## config.mk

```make
export PLATFORM = sky130hd
export DESIGN_NAME = aes_inv_round_ctrl
export DESIGN_NICKNAME = d
export VERILOG_FILES = /design/src/rtl/aes_inv_round_ctrl.sv
export SDC_FILE = /design/constraint.sdc
export NUM_CORES = 1
export LEC_CHECK = 0
export BUFFER_PORTS_ARGS = -buffer_cell sky130_fd_sc_hd__buf_2
export CELL_PAD_IN_SITES_DETAIL_PLACEMENT = 0
export CELL_PAD_IN_SITES_GLOBAL_PLACEMENT = 2
export CORE_MARGIN = 1.5
export CORE_UTILIZATION = 30
export CTS_CLUSTER_SIZE = 14
export DETAILED_ROUTE_END_ITERATION = 10
export GPL_ROUTABILITY_DRIVEN = 0
export PLACE_DENSITY_LB_ADDON = 0.3
export SETUP_SLACK_MARGIN = 0.4
export SKIP_CTS_REPAIR_TIMING = 1
export SYNTH_ARGS = -nofsm -noshare
export SYNTH_HDL_FRONTEND = slang
export SYNTH_SLANG_ARGS = --single-unit
```

## constraint.sdc

```tcl
create_clock -name clk -period 2.25 [get_ports clk]
set_input_delay 0.45 -clock clk [delete_from_list [all_inputs] [get_ports clk]]
set_output_delay 0.45 -clock clk [all_outputs]
set_load 0.02 [all_outputs]
```

## src/rtl/aes_inv_round_ctrl.sv

```systemverilog
// AES inverse-cipher round sequencer.
// Steps round-key indices Nr down to 0 for one block decryption.
module aes_inv_round_ctrl #(
  parameter int CNT_SIZE = 4
) (
  input  logic                clk,
  input  logic                rst_n,
  input  logic                i_start,
  input  logic [1:0]          i_key_len,
  input  logic                i_stall,
  input  logic                i_abort,
  output logic                o_busy,
  output logic                o_round_en,
  output logic [CNT_SIZE-1:0] o_round_key_idx,
  output logic                o_first,
  output logic                o_last,
  output logic                o_done
);

  typedef enum logic [1:0] {
    IDLE  = 2'd0,
    INIT  = 2'd1,
    ROUND = 2'd2,
    DONE  = 2'd3
  } state_t;

  localparam logic [CNT_SIZE-1:0] NR128 = CNT_SIZE'(10);
  localparam logic [CNT_SIZE-1:0] NR192 = CNT_SIZE'(12);
  localparam logic [CNT_SIZE-1:0] NR256 = CNT_SIZE'(14);
  localparam logic [CNT_SIZE-1:0] ONE   = CNT_SIZE'(1);

  state_t              state_q, state_d;
  logic [CNT_SIZE-1:0] cnt_q, cnt_d;
  logic [CNT_SIZE-1:0] nr_q, nr_d;
  logic [CNT_SIZE-1:0] nr_sel;
  logic                cnt_zero;

  always_comb begin
    unique case (i_key_len)
      2'b01:   nr_sel = NR192;
      2'b10:   nr_sel = NR256;
      default: nr_sel = NR128;
    endcase
  end

  assign cnt_zero = (cnt_q == '0);

  always_comb begin
    state_d = state_q;
    cnt_d   = cnt_q;
    nr_d    = nr_q;
    unique case (state_q)
      IDLE: begin
        if (i_start && !i_abort) begin
          state_d = INIT;
          nr_d    = nr_sel;
          cnt_d   = nr_sel;
        end
      end
      INIT: begin
        if (!i_stall) begin
          state_d = ROUND;
          cnt_d   = nr_q - ONE;
        end
      end
      ROUND: begin
        if (!i_stall) begin
          if (cnt_zero) state_d = DONE;
          else          cnt_d   = cnt_q - ONE;
        end
      end
      DONE: state_d = IDLE;
      default: state_d = IDLE;
    endcase
    // Abort beats stall and the DONE hand-off.
    if (i_abort && state_q != IDLE) begin
      state_d = IDLE;
      cnt_d   = '0;
    end
  end

  always_ff @(posedge clk or negedge rst_n) begin
    if (!rst_n) begin
      state_q <= IDLE;
      cnt_q   <= '0;
      nr_q    <= NR128;
    end else begin
      state_q <= state_d;
      cnt_q   <= cnt_d;
      nr_q    <= nr_d;
    end
  end

  logic active;

  always_comb begin
    active          = (state_q == INIT) || (state_q == ROUND);
    o_busy          = (state_q != IDLE);
    o_round_en      = active && !i_stall;
    o_round_key_idx = active ? cnt_q : '0;
    o_first         = (state_q == INIT);
    o_last          = (state_q == ROUND) && cnt_zero;
    o_done          = (state_q == DONE);
  end

endmodule

```

# Word level (Yosys, flattened, before mapping)
# Cells that the tools add are included.
# totals
inputBits	7
register_bits	10
# op_classes
addsub	2
n_eq_ne	10
reduce_logical	14
mux	14
# op_table
op	count
2-to-1 mux 4 bit	6
inequality test 3 bit, second input constant	4
case mux 4 bit (3 select lines)	1
2-to-1 mux 2 bit	5
case mux 2 bit (4 select lines)	1
subtractor 4 x 1 -> 4 bit, second input constant	2
equality test 2 bit, second input constant	3
case mux 3 bit (2 select lines)	1
AND reduction 5 bit	1
equality test 2 x 1 -> 1 bit, second input constant	2
logical AND 1 bit	4
logical NOT 4 bit	1
AND reduction 4 bit	1
nonzero test 4 bit	1
inequality test 3 x 2 -> 1 bit, second input constant	1
logical NOT 1 bit	2
logical NOT 2 bit	1
AND reduction 2 bit	1
nonzero test 2 bit	1
logical OR 1 bit	1

# Logic depth before layout (Yosys ltp)
# depth
ltp_word	5
mapped_depth	8
mapped_depth_nobuf	8

# Least setup slack after synthesis
# No wires, ideal clock.
# synth_timing
kind	register to register
from	register state_q[1]
to	register cnt_q[1]
period_less_slack_ns	2.117
t_arrival_ns	1.992
setup_time_ns	0.125
path_slack_ns	0.133
required_time_ns	2.125
path_stages_with_launch	7
path_buffers	0
path_cell_list	dfrtp_1 > inv_1 > ha_1 > or2_1 > a222oi_1 > nand2_2 > mux2_4
# synth_via
word_cells_on_any_way	13
classes_between	6 x eq/ne; 2 x mux; 5 x reduce/logical
# synth_rtl
element	line_no	text
start, declared	32	state_t state_q, state_d;
start signal, assigned	88	state_q <= state_d;
equality test 2 x 1 -> 1 bit (*)	n/a	
named net o_first	15	output logic o_first,
inequality test 3 x 2 -> 1 bit (no line) (tied with other cells)	n/a	
AND reduction 5 bit (no line) / 2-to-1 mux 4 bit (equally long branches)	n/a	
end signal, assigned	89	cnt_q <= cnt_d;
end, declared	33	logic [CNT_SIZE-1:0] cnt_q, cnt_d;
# Mark *: on every way through the listed nets, which the timed path passes. The rest lies on a longest branch.
# A chain may end at the register's enable or synchronous reset.

# Final worst setup path
# layout_timing
from	register state_q[0]
to	register cnt_q[1]
# layout_via
elab_chain_len	4
word_cells_on_any_way	13
classes_between	6 x eq/ne; 2 x mux; 5 x reduce/logical
# layout_rtl
element	line_no	text
nonzero test 2 bit	76	if (i_abort && state_q != IDLE) begin
logical AND 1 bit	76	
inequality test 3 bit (no line) (tied with other cells)	n/a	
AND reduction 5 bit (no line)	n/a	
# Parallel ways exist; a longest one is shown, timed or not.

==> results.ini <==
[synth]
synthCells=75
yosysUniqueCellTypes=34
synth_area_leaders=dfrtp_1, ha_1, mux2i_1, inv_1, dfstp_2
synthArstFlopShare=1.00
synth_largest_area_cell=dfrtp_1
synth_top_area_frac=0.260
ys.warnings.count=0
ys_seq_area_frac=0.299
avgSynthCellArea_um2=8.98
synth_enable_flop_cells=0
synth_seq_cells=8
synth_area_um2=673
synth_nets=89
synthFlopType=dfrtp_1

[drt]
viasPerCell=4.94
vias=647
postRouteAntennaNets=0
drt_iter0_markers=15
wl_mm=1.74
drt-pass1-iter-count=5
wl_per_cell_um=13.3
drc_errors=0

[clock_tree]
cts.htree.levels=1
cts-root-buf=clkbuf_4
path_clk_slew_ns=0.07
clock-sinks=8
cts_tree=done
clk_path_buf_depth=2
cts_buffers=3
clock_latency_ns=0.27

[run]
cap_violations=0

[floorplan]
coreArea_mm2=0.00204
start_util=0.330
die_area_mm2=0.00254
rows=16
dieWidth_um=50.4
die_h_um=50.4
pin_count=16

[global_route]
grt_pass1_wl_mm=2.56
grt_overflow=0
grt_pass1_vias=549
grt_antenna_before_repair=0
track_usage=0.140
grt_start_max_net_pins=12

[pwr]
peakVddDrop_uv=761
power.density_mw_per_mm2=1780
finalPower_mw=1.71
leakage_nw=0.462

[worst_setup_path]
end_kind=flop
cp_cell_sequence=inv_4 > ha_4 > or2_4 > a222oi_1 > buf_4 > nand2_4 > mux2_4
cp-start-kind=flop
cpMaxStageDelayCell=dfrtp_2
path_max_fanout=6
slowest_delay_ns=0.42
critPathRequiredTime_ns=2.41
cp.arrival_ns=2.04
crit_type=flop to flop

[timing]
period_needed_ns=1.88
setup_viol_count_final=0
slew_viol_final=0
max_slew.worst_pin.slew_ns=0.371
period_share=0.835
clock_skew_ns=0.0167
whs_ns=0.00827
finalHoldViolations=0
final.setup.tns_ns=0
max_freq_mhz=533
slew_headroom=0.750
rsz0062_at_grt=true

[placed_design]
io_buffers=15
placed_area_um2=805
dpl.hpwl_mm=1.19
dp_cells=117

[cells_and_area]
nets=119
n_fill_cell=216
seq_area_um2=204
final_cell_area_um2=962
drive_gt1_frac=0.462
diodes=0
multi_input_area_um2=498
area_delta_synth_final_pct=42.9
final_cells=131

[run_status]
status=complete, no violations

[worst_hold_path]
hold_class=input port to async pin

==> critical path, delay by kind of cell (launching register included) <==
kind / cells / cell delay (ns)
AND/OR/NAND/NOR: 2 / 0.30
adder cells (fa/ha/maj): 1 / 0.19
buffers and inverters: 2 / 0.26
multiplexers: 1 / 0.30
flip-flops: 1 / 0.42
AO/OA/AOI/OAI: 1 / 0.31
==> synth_stat cells, types with 2 or more instances <==
cell,instances
and2_1,3
a21oi_1,2
ha_1,7
mux2_2,2
nand3_1,4
and2b_1,2
dfrtp_1,7
nor2_1,3
nand2_1,6
nand2b_1,2
inv_1,8
mux2i_1,3
o21ai_0,5
==> logic make-up after synthesis <==
logic type | Yosys count | synth area share
AND/OR/NAND/NOR | 28 | 0.229
adder cells (fa/ha/maj) | 7 | 0.130
flip-flops | 8 | 0.299
AO/OA/AOI/OAI | 16 | 0.167
buffers and inverters | 9 | 0.0613
multiplexers | 6 | 0.100
XOR/XNOR | 1 | 0.0130
==> cells in the final DEF, fill, tap and decap left out, types with 2 or more instances in the layout <==
cell type  netlist  final
nand2b_1         2      2
nand2_1          6      6
mux2_2           2      2
and2_1           3      3
nor2_1           3      3
inv_4            0      2
nand3_1          4      4
o21ai_0          5      5
buf_2            0     11
inv_1            8      6
clkbuf_4         0      3
dfrtp_2          0      2
mux2i_1          3      3
and2b_1          2      2
a21oi_1          2      2
dfrtp_1          7      5
ha_4             0      3
ha_1             7      4
buf_4            0     14
==> state kept, by name, indices dropped and copies added (netlist names) <==
signal and count:
nr_q 2, cnt_q 4, state_q 2
==> metal layers <==
layer  vias to the layer above  GRT usage  part of all wire
met1                       309      0.186              0.46
met3                         4     0.0625             0.033
met5                         -          0                 0
met2                         9      0.197              0.49
met4                         0     0.0541             0.016
li1                        325          -                 -
==> area by class of cell <==
class                      instances  area share
timing repair buffer              26       0.172
sequential                         8       0.212
tap                               27      0.0351
multi-input combinational         58       0.518
clock buffer                       4      0.0273
inverter                           8      0.0364
==> through the flow <==
stage | setup WS, ns | utilization
finish | 0.372 | 0.471
global route | 0.334 | 0.471
floorplan | 0.257 | -
global placement | 0.276 | 0.394
CTS | 0.163 | 0.407
detailed placement | 0.279 | 0.394
==> power breakdown <==
| part | switching (mW) | internal, mW |
|---|---|---|
| logic | 0.615 | 0.646 |
| registers | 0.100 | 0.228 |
| clock network | 0.0573 | 0.0682 |
| total | 0.773 | 0.942 |
==> worst paths after layout <==
kind	endpoint	slack [ns]	cells after the start	from
setup / recovery	cnt_q[1]	0.37	7	state_q[0]
hold / removal	cnt_q[0]	0.008	1	rst_n
setup reg to reg	cnt_q[1]	0.37	7	state_q[0]
hold reg to reg	nr_q[2]	0.49	2	nr_q[2]
max in group asynchronous	nr_q[1]	1.98	1	rst_n
min in group clk	nr_q[2]	0.49	2	nr_q[2]
(Power assumes the default switching activity.)
